[src/rtl/uart_pkg.sv]
// Shared UART definitions: receiver FSM states,
// LCR field positions, parity codes and LSR bit positions.
package uart_pkg;

   typedef enum logic [2:0] {
      ST_IDLE,
      ST_START,
      ST_DATA,
      ST_PARITY,
      ST_STOP
   } rx_state_t;

   localparam int LCR_PEN   = 3;
   localparam int LCR_EPS   = 4;
   localparam int LCR_STICK = 5;

   localparam logic [2:0] PAR_ODD    = 3'b001;
   localparam logic [2:0] PAR_EVEN   = 3'b011;
   localparam logic [2:0] PAR_STICK1 = 3'b101;
   localparam logic [2:0] PAR_STICK0 = 3'b111;

   localparam int LSR_DR = 0;
   localparam int LSR_OE = 1;
   localparam int LSR_PE = 2;
   localparam int LSR_FE = 3;

   // Parity bit the receiver expects for a byte under lcr[5:3].
   function automatic logic par_expect(
      input logic [2:0] mode,
      input logic [7:0] d
   );
      logic v;
      case (mode)
         PAR_EVEN:   v = ^d;
         PAR_STICK1: v = 1'b1;
         PAR_STICK0: v = 1'b0;
         default:    v = ~^d;
      endcase
      return v;
   endfunction

endpackage

[src/rtl/rx_sync_vote.sv]
// Two-flop synchronizer for the serial line plus a
// 3-sample majority voter around the bit centre.
module rx_sync_vote #(
   parameter int OVERSAMPLE = 16,
   parameter int TW         = $clog2(OVERSAMPLE)
) (
   input  logic          clk,
   input  logic          rst,
   input  logic          sample_en,
   input  logic          rx,
   input  logic [TW-1:0] tcnt,
   output logic          rx_s,
   output logic          bit_vote
);

   localparam logic [TW-1:0] T_V0 = TW'(OVERSAMPLE/2 - 1);
   localparam logic [TW-1:0] T_V1 = TW'(OVERSAMPLE/2);

   logic r_s1;
   logic r_s2;
   logic r_v0;
   logic r_v1;

   // Bring the asynchronous line into the clock domain.
   always_ff @(posedge clk) begin
      if (rst) begin
         r_s1 <= 1'b1;
         r_s2 <= 1'b1;
      end else begin
         r_s1 <= rx;
         r_s2 <= r_s1;
      end
   end

   // Capture the two samples that precede the deciding one.
   always_ff @(posedge clk) begin
      if (rst) begin
         r_v0 <= 1'b1;
         r_v1 <= 1'b1;
      end else if (sample_en) begin
         if (tcnt == T_V0) r_v0 <= r_s2;
         if (tcnt == T_V1) r_v1 <= r_s2;
      end
   end

   // Third sample is the live line at the vote tick.
   assign rx_s     = r_s2;
   assign bit_vote = (r_v0 & r_v1) | (r_v0 & r_s2) | (r_v1 & r_s2);

endmodule

[src/rtl/uart_rx_frame.sv]
// UART frame receiver: de-frames start/data/parity/stop
// and presents an RHR holding register with LSR status.
module uart_rx_frame
   import uart_pkg::*;
#(
   parameter int OVERSAMPLE = 16
) (
   input  logic       clk,
   input  logic       rst,
   input  logic       sample_en,
   input  logic       rx,
   input  logic [7:0] lcr,
   input  logic       ideal_rx,
   input  logic       rd,
   output logic [7:0] rhr,
   output logic       data_avail,
   output logic       parity_err,
   output logic       framing_err,
   output logic       overrun_err,
   output logic       busy
);

   localparam int TW = $clog2(OVERSAMPLE);
   localparam logic [TW-1:0] T_VOTE = TW'(OVERSAMPLE/2 + 1);
   localparam logic [TW-1:0] T_LAST = TW'(OVERSAMPLE - 1);

   rx_state_t     r_state;
   logic [TW-1:0] r_tcnt;
   logic [2:0]    r_bcnt;
   logic [7:0]    r_shift;
   logic [2:0]    r_par;
   logic          r_perr_f;
   logic [7:0]    r_rhr;
   logic [3:0]    r_lsr;
   logic          r_prev;
   logic [2:0]    r_settle;

   logic w_rx_s;
   logic w_vote;
   logic w_clr;
   logic w_fall;
   logic w_vote_tick;
   logic w_end_tick;
   logic w_unused;

   rx_sync_vote #(
      .OVERSAMPLE (OVERSAMPLE),
      .TW         (TW)
   ) u_sync (
      .clk       (clk),
      .rst       (rst),
      .sample_en (sample_en),
      .rx        (rx),
      .tcnt      (r_tcnt),
      .rx_s      (w_rx_s),
      .bit_vote  (w_vote)
   );

   assign w_clr       = rst | ideal_rx;
   assign w_vote_tick = sample_en & (r_tcnt == T_VOTE);
   assign w_end_tick  = sample_en & (r_tcnt == T_LAST);
   assign w_fall      = r_settle[2] & r_prev & ~w_rx_s;
   assign w_unused    = ^{lcr[7:6], lcr[2:0]};

   // Edge detector; armed only once the synchronizer
   // holds real line samples, so a line that is low
   // at reset release cannot start a frame.
   always_ff @(posedge clk) begin
      if (w_clr) begin
         r_prev   <= 1'b1;
         r_settle <= 3'b000;
      end else begin
         r_prev   <= w_rx_s;
         r_settle <= {r_settle[1:0], 1'b1};
      end
   end

   // Frame FSM with shift register and RHR/LSR update.
   always_ff @(posedge clk) begin
      if (w_clr) begin
         r_state  <= ST_IDLE;
         r_tcnt   <= '0;
         r_bcnt   <= 3'd0;
         r_shift  <= 8'h00;
         r_par    <= 3'b000;
         r_perr_f <= 1'b0;
         r_rhr    <= 8'h00;
         r_lsr    <= 4'b0000;
      end else begin
         if (rd && r_lsr[LSR_DR]) begin
            r_lsr <= 4'b0000;
         end
         if (sample_en && r_state != ST_IDLE) begin
            r_tcnt <= (r_tcnt == T_LAST) ? '0 : r_tcnt + 1'b1;
         end
         unique case (r_state)
            ST_IDLE: begin
               if (w_fall) begin
                  r_state <= ST_START;
                  r_tcnt  <= '0;
               end
            end
            ST_START: begin
               if (w_vote_tick && w_vote) begin
                  r_state <= ST_IDLE;
               end else if (w_end_tick) begin
                  r_state  <= ST_DATA;
                  r_bcnt   <= 3'd0;
                  r_par    <= lcr[LCR_STICK:LCR_PEN];
                  r_perr_f <= 1'b0;
               end
            end
            ST_DATA: begin
               if (w_vote_tick) begin
                  r_shift <= {w_vote, r_shift[7:1]};
               end
               if (w_end_tick) begin
                  if (r_bcnt == 3'd7) begin
                     r_bcnt  <= 3'd0;
                     r_state <= r_par[0] ? ST_PARITY : ST_STOP;
                  end else begin
                     r_bcnt <= r_bcnt + 3'd1;
                  end
               end
            end
            ST_PARITY: begin
               if (w_vote_tick) begin
                  r_perr_f <= w_vote != par_expect(r_par, r_shift);
               end
               if (w_end_tick) begin
                  r_state <= ST_STOP;
               end
            end
            ST_STOP: begin
               if (w_vote_tick) begin
                  r_state <= ST_IDLE;
                  if (!r_lsr[LSR_DR] || rd) begin
                     r_rhr         <= r_shift;
                     r_lsr[LSR_DR] <= 1'b1;
                     r_lsr[LSR_PE] <= r_perr_f;
                     r_lsr[LSR_FE] <= ~w_vote;
                  end else begin
                     r_lsr[LSR_OE] <= 1'b1;
                  end
               end
            end
            default: r_state <= ST_IDLE;
         endcase
      end
   end

   assign rhr         = r_rhr;
   assign data_avail  = r_lsr[LSR_DR];
   assign parity_err  = r_lsr[LSR_PE];
   assign framing_err = r_lsr[LSR_FE];
   assign overrun_err = r_lsr[LSR_OE];
   assign busy        = (r_state != ST_IDLE);

endmodule
[config.mk]
export PLATFORM = sky130hd
export DESIGN_NAME = uart_rx_frame
export DESIGN_NICKNAME = d
export VERILOG_FILES = /design/src/rtl/uart_pkg.sv /design/src/rtl/rx_sync_vote.sv /design/src/rtl/uart_rx_frame.sv
export SDC_FILE = /design/constraint.sdc
export NUM_CORES = 1
export LEC_CHECK = 0
export ABC_AREA = 1
export CORE_MARGIN = 2
export CORE_UTILIZATION = 50
export CTS_BUF_LIST = sky130_fd_sc_hd__clkbuf_8 sky130_fd_sc_hd__clkbuf_16
export DETAILED_ROUTE_END_ITERATION = 7
export HOLD_SLACK_MARGIN = 0.12
export PLACE_DENSITY = 0.77
export SLEW_MARGIN = 0
export SYNTH_ARGS = -nofsm -noshare
export SYNTH_HDL_FRONTEND = slang
export SYNTH_SLANG_ARGS = --single-unit
[constraint.sdc]
create_clock -name clk -period 3.1 [get_ports clk]
set_input_delay 0.31 -clock clk [delete_from_list [all_inputs] [get_ports clk]]
set_output_delay 0.31 -clock clk [all_outputs]
set_load 0.03 [all_outputs]
==> summary.md, run 1 <==
| Metric | Value |
|---|---|
| Initial antenna violation count | 0 |
| Final Wtd Congestion | 0.885 |
| Fmax | 513 MHz |
| Critical Path Max Stage Delay | 0.68 ns |
| Area of all placed cells without fillers | 2290 um^2 |
| Leakage | 0.930 nW |
| Yosys top cell by area | dfxtp_1 |
| CP max-delay cell | clkdlybuf4s50_1 |
| Hold Path Sink | r_settle[1]$_SDFF_PN0_ |
| Worst skew pair latency | between 0.2 and 0.3 ns |
| Rows | 22 |
| Multiplexer share of the synthesized area | 0 |
| Top post-synthesis cells by area | dfxtp_1, nand2_1, a21oi_1, o21ai_0, inv_1 |
| Area after DPL | 2210 um^2 |
| Die area | 4450 um^2 |
| Die Width | between 60 and 70 um |
| Xor/xnor share of the synthesized area | 0 |
| Worst vdd ir | 0.338 mV |
| Yosys cell types | 31 |
| Total Power | between 0.9 and 1 mW |
| Worst-path cell chain | inv_2 -> nand3_2 -> clkdlybuf4s50_1 |
| Reg2reg end | r_bcnt[1]$_SDFFE_PN0P_ |
| Worst setup SP type | register |
| Share of post-route cells with drive strength above 1 | 0.101 |
| # IOs | 27 |
| CTS tree | done |
| Setup violators final | 0 |
| Routed WL | 3.91 mm |
| GRT overflow | 0 |
| Die height | approximately 67 um |
| Maximum clock path buffer count | 2 |
| Post-synth top area share | 0.428 |
| Worst hold slack | 0.419 ns |
| Yosys reg bits | 42 |
| Synth Area in Compound Gates | 0.177 |
| Measured slew at the worst slew-check pin | between 0.5 and 0.6 ns |
| Hold Crit Class | reg -> reg |
| Clock transition at path regs | roughly 0.070 ns |
| R2R depth | 8 |
| Worst path required time | 2.79 ns |
| RSZ-0062 raised after global routing | no |
| CORE AREA | 3720 um^2 |
| Port bufs | 21 |
| Commonest non-fill, non-tap cell in the layout | nand2_1 |
| Worst Path Buf+Inv | 2 |
| CTS Sinks | 42 |
| Critical path endpoint category | output pin |
| Vias | around 1700 |
| Max-cap violations | 0 |
| Routed Antenna Nets | 0 |
| Post-synthesis adder-cell area fraction | 0.0318 |
| Initial Util | 0.529 |
| First-pass GRT wire length | 6.69 mm |
| Gate Count Post-Synth | between 200 and 300 |
| CTS root buf | clkbuf_8 |
| N_diodes | 0 |
| HPWL Detailed | 2.87 mm |
| Fin crit period | 1.95 ns |
| DRT iter0 DRCs | 88 |
| P&R area growth vs syn | 16.6% |
| Synthesized area | 1970 um^2 |
| Pwr/cell area | 398 nW/um^2 |
| Wire per inst | 11.6 um |
| Hold path depth | 2 |
| Routed vias/inst | 5.11 |
| Vias in the first global route | 1559 |
| Endpoints failing hold | 0 |
| DR pass1 iterations | 4 |
| Main combinational cell family by area after synthesis | simple AND/OR/NAND/NOR gates |
| Total GRT Usage | 0.197 |
| WP data arrival | 1.64 ns |
| Post-CTS Setup Bufs | 0 |
| CTS Hold Bufs | 0 |
| RR Startpoint | r_tcnt[0]$_SDFF_PN0_ |
| Largest net degree at the start of global routing | 25 |
| Final Net Count | 308 |
| Fillers | 342 |
| Critical Path Fanout Max | 5 |
| Setup Skew | between 0.003 and 0.004 ns |
| Avg Cell Area, Syn | 7.42 um^2 |
| CTS Buf Count | 5 |
| Simple-Gate Fraction of Synth Area | 0.283 |
| Htree depth | 2 |
| Most frequent cells in the layout | nand2_1, dfxtp_1, a21oi_1 |
| Post-Syn Nets | 284 |
| Fin crit share | 0.629 |
| # DRC | 0 |
| R2R setup slack | 1.51 ns |
| Status | completed |
| Synth warn | 0 |
| Slew HR | 0.651 |
| CP delay by family, top | buffers and inverters |
| Post-cts sizing count | 0 |
| Max-slew violations | 0 |
| Critical path class | reg -> out |
| Hold Path Origin | r_settle[0]$_DFF_P_ |
| Seq/Total Area, Yosys | 0.428 |
| Fin Setup TNS | 0 ns |
-- layout make-up --
class / count / area, um^2 / share of cell area
Clock buffer: 6 / 82.6 / 0.0360
Sequential cell: 42 / 841 / 0.367
Tap cell: 48 / 60.1 / 0.0262
Timing Repair Buffer: 22 / 218 / 0.0950
Multi-Input combinational cell: 185 / 966 / 0.421
Inverter: 33 / 125 / 0.0546
-- tightest hold or removal path, stage by stage (launching register included) --
cell	delay (ns)
dfxtp_1	0.30
inv_1	0.04
nor2_1	0.04
-- routing by layer --
| metal | share of wire | vias to the layer above | track usage |
|---|---|---|---|
| li1 | - | 909 | - |
| met1 | 0.49 | 756 | 0.262 |
| met2 | 0.44 | 43 | 0.316 |
| met3 | 0.051 | 9 | 0.0422 |
| met4 | 0.016 | 0 | 0.0663 |
| met5 | 0 | - | 0 |
-- cells by family after synthesis --
| family | after synthesis |
|---|---|
| simple gates | 117 |
| flops | 42 |
| fa+ha+maj | 5 |
| compound gates | 63 |
| buf+inv | 38 |
-- stage by stage --
stage | setup slack (ns) | util | cells
2_1_floorplan | 1.66 | - | 265
3_3_place_gp | 1.29 | 0.595 | 330
3_5_place_dp | 1.23 | 0.595 | 330
4_1_cts | 1.14 | 0.617 | 336
5_1_grt | 1.07 | 0.617 | 336
6_report | 1.15 | 0.617 | 336
-- state kept, by name, indices dropped and copies added (netlist names) --
signal and flops:
r_lsr 4, r_state 3, u_sync.r_v0 1, rhr 8, r_settle 3, r_prev 1, r_tcnt 4, u_sync.rx_s 1
u_sync.r_v1 1, r_par 3, r_bcnt 3, r_perr_f 1, u_sync.r_s1 1, r_shift 8
-- worst max-delay path by stage --
stage,start,endpoint,slack [ns],depth (start not counted)
floorplan,r_lsr[0]$_SDFF_PN0_,r_lsr[2]$_SDFF_PN0_,1.66,6
global placement,sample_en,r_par[0]$_SDFFE_PN0P_,1.29,8
detailed placement,sample_en,r_bcnt[1]$_SDFFE_PN0P_,1.23,8
CTS,r_state[1]$_SDFFE_PN0P_,busy,1.14,3
global route,r_state[1]$_SDFFE_PN0P_,busy,1.07,3
finish,r_state[1]$_SDFFE_PN0P_,busy,1.15,3
-- power breakdown --
group | internal (mW) | total [mW] | switching, mW
Combinational | 0.0130 | 0.0279 | 0.0149
Clock | 0.172 | 0.341 | 0.169
Sequential | 0.542 | 0.543 | 0.000980
-- cells in the mapped netlist --
master / n
a211oi_1: 2
a211oi_2: 2
a21oi_1: 28
a21oi_2: 1
a22oi_1: 2
a32oi_1: 1
buf_6: 2
clkbuf_1: 3
clkinv_2: 1
dfxtp_1: 42
ha_1: 5
inv_1: 25
inv_2: 7
nand2_1: 68
nand2_2: 1
nand2_4: 1
nand3_1: 10
nand3_2: 2
nand3b_1: 1
nand4_1: 3
nand4_4: 1
nor2_1: 21
nor2_4: 1
nor2_8: 1
nor3_1: 2
nor3_2: 1
nor3_4: 1
o21ai_0: 20
o21ai_1: 7
or2_1: 1
or2_2: 2
(Power assumes the default switching activity.)
==> inputs of run 2 (changes only) <==
Settings changed: CORE_UTILIZATION 50 to 48.
Clock period 3.1 ns to 1.6 ns, I/O delays scaled along.
==> run 2 against run 1 <==
Against the previous run: sequential power increased by 93%; hold slack got worse by 0.0062 ns; first-iteration DRC count decreased by 17%.
==> summary.md, run 2 (synthesized netlist as in run 1, its figures left out) <==
| Metric | Value |
|---|---|
| Status | completed |
| CTS Buf Count | 5 (unchanged) |
| Fin crit share | 0.944 |
| Clock transition at path regs | 0.08 ns (about the same) |
| Fmax | 662 MHz |
| Fin crit period | between 1.5 and 2 ns |
| Worst path required time | 1.44 ns (-1.35 ns) |
| CORE AREA | 3970 um^2 (+6.9%) |
| Post-layout util | 0.604 (-0.0132) |
| Area of all placed cells without fillers | 2400 um^2 (+4.6%) |
| CTS root buf | clkbuf_8 |
| Initial Util | 0.495 (-0.0340) |
| Endpoints failing hold | 0 (unchanged) |
| Setup WS post-layout | 0.0900 ns (-1.06 ns) |
| Slew HR | 0.666 (+0.0147) |
| Sw Share | 0.214 (+0.0112) |
| N_diodes | 0 (unchanged) |
| Total GRT Usage | 0.193 (-0.00455) |
| Htree depth | 2 (unchanged) |
| CTS Sinks | 42 (unchanged) |
| DR pass1 iterations | 4 (unchanged) |
| Pwr/cell area | 755 nW/um^2 (+90%) |
| # DRC | 0 (unchanged) |
| Die Width | 68.0 um (+1.9%) |
| Int Pwr | 1.42 mW (+96%) |
| Leakage | 0.985 nW (+5.9%) |
| Clk network pwr share | 0.386 (+0.012) |
| Wire per inst | 11.7 um (+0.81%) |
| Post-CTS Setup Bufs | 0 (unchanged) |
| Post-place setup slack | -0.0809 ns (-1.31 ns) |
| CTS tree | done |
| Combinational power share | 0.033 (+0.002) |
| Share of post-route cells with drive strength above 1 | 0.160 (+0.0593) |
| Measured slew at the worst slew-check pin | 0.496 ns (-0.0218 ns) |
| Routed WL | 4.11 mm (+5.0%) |
| Setup violators final | 0 (unchanged) |
| Commonest non-fill, non-tap cell in the layout | nand2_1 |
| Maximum clock path buffer count | 2 (unchanged) |
| Fillers | 348 (+1.8%) |
| HPWL Detailed | 2.90 mm (+0.99%) |
| CTS Hold Bufs | 0 (unchanged) |
| Die area | 4620 um^2 (+3.9%) |
| Most frequent cells in the layout | nand2_1, dfxtp_1, a21oi_1 |
| Vias in the first global route | 1519 (-2.6%) |
| # IOs | 27 (unchanged) |
| Hold Crit Class | reg -> reg |
| Worst vdd ir | 0.540 mV (+60%) |
| Critical path endpoint category | output pin |
| First-pass GRT wire length | 6.62 mm (-1.0%) |
| Critical path class | reg -> out |
| WP data arrival | 1.35 ns (-0.29 ns) |
| Worst setup SP type | register |
| Routed vias/inst | 5.03 (-1.5%) |
| DRT iter0 DRCs | 73 (-17%) |
| Area after DPL | 2280 um^2 (+3.2%) |
| Rows | 23 (+4.5%) |
| Max-cap violations | 0 (unchanged) |
| Switch Pwr | 0.387 mW (+110%) |
| Setup Skew | 0.00263 ns (-0.000951 ns) |
| Routed Antenna Nets | 0 (unchanged) |
| GRT overflow | 0 (unchanged) |
| Vias | 1762 (+2.6%) |
| Final Wtd Congestion | 0.797 (-10%) |
| Initial antenna violation count | 0 (unchanged) |
| Worst skew pair latency | 0.30 ns (+0.02 ns) |
| Seq pwr share | 0.581 (-0.015) |
| Max-slew violations | 0 (unchanged) |
| Critical Path Fanout Max | 5 (unchanged) |
| Final Net Count | 318 (+3.2%) |
| P&R area growth vs syn | 22.0% |
| Largest net degree at the start of global routing | 20 (-20%) |
| Port bufs | 21 (unchanged) |
| Die height | 68.0 um (+1.9%) |
-- run 2: changes by cell type in the layout (fill, tap and decap cells not counted), moves of 2 or more --
cell / delta
buf_4: +9
ha_1: -2
ha_2: +2
dfxtp_2: +2
dfxtp_1: -2
-- run 2: power groups by stage --
stage	combinational, mW	clock, mW	sequential, mW
after floorplan	0.0223	0	1.08
after global placement	0.0602	0	1.08
after detailed placement	0.0601	0	1.08
after CTS	0.0604	0.725	1.05
after global routing	0.0659	0.768	1.05
final	0.0602	0.698	1.05
-- run 2: metal layers --
layer,global-route usage,part of all wire
met1,0.245,0.49
met3,0.0641,0.041
met2,0.297,0.45
met5,0,0
met4,0.0825,0.019
-- run 2: per-stage QoR --
stage	TNS (ns)	hold WS, ns	power, mW	cells
2_1_floorplan	0	0.260	1.10	265
3_3_place_gp	-0.332	0.396	1.14	341
3_5_place_dp	-0.544	0.402	1.14	341
4_1_cts	0	0.415	1.84	349
5_1_grt	-0.00363	0.431	1.89	350
6_report	0	0.413	1.81	350
-- run 2: layout make-up --
| class | count | area [um^2] | share of cell area |
|---|---|---|---|
| Clock buffer | 6 | 82.6 | 0.0344 |
| Clock inverter | 2 | 8.76 | 0.00365 |
| Inverter | 33 | 125 | 0.0522 |
| Multi-Input combinational cell | 186 | 991 | 0.413 |
| Sequential cell | 42 | 843 | 0.352 |
| Tap cell | 50 | 62.6 | 0.0261 |
| Timing Repair Buffer | 31 | 284 | 0.118 |
-- run 2: final timing paths --
check,end,start,slack (ns),cells past startpoint
max,busy,r_state[1]$_SDFFE_PN0P_,0.09,3
min,r_settle[1]$_SDFF_PN0_,r_settle[0]$_DFF_P_,0.41,2
max reg2reg,r_lsr[2]$_SDFF_PN0_,r_tcnt[1]$_SDFF_PN0_,0.11,8
min reg2reg,r_settle[1]$_SDFF_PN0_,r_settle[0]$_DFF_P_,0.41,2
-- run 2: timing repair --
item | CTS | global route
gates cloned | 0 | 1
endpoints found under the hold margin | 0 | 0
setup endpoints to repair | 3 | 18
resized for setup | 2 | 7
pin swaps | 0 | 2
-- run 2: critical path: stages, from the launching register on --
cell	delay, ns
dfxtp_1	0.46
inv_2	0.10
nand3_2	0.09
dlygate4sd2_1	0.39
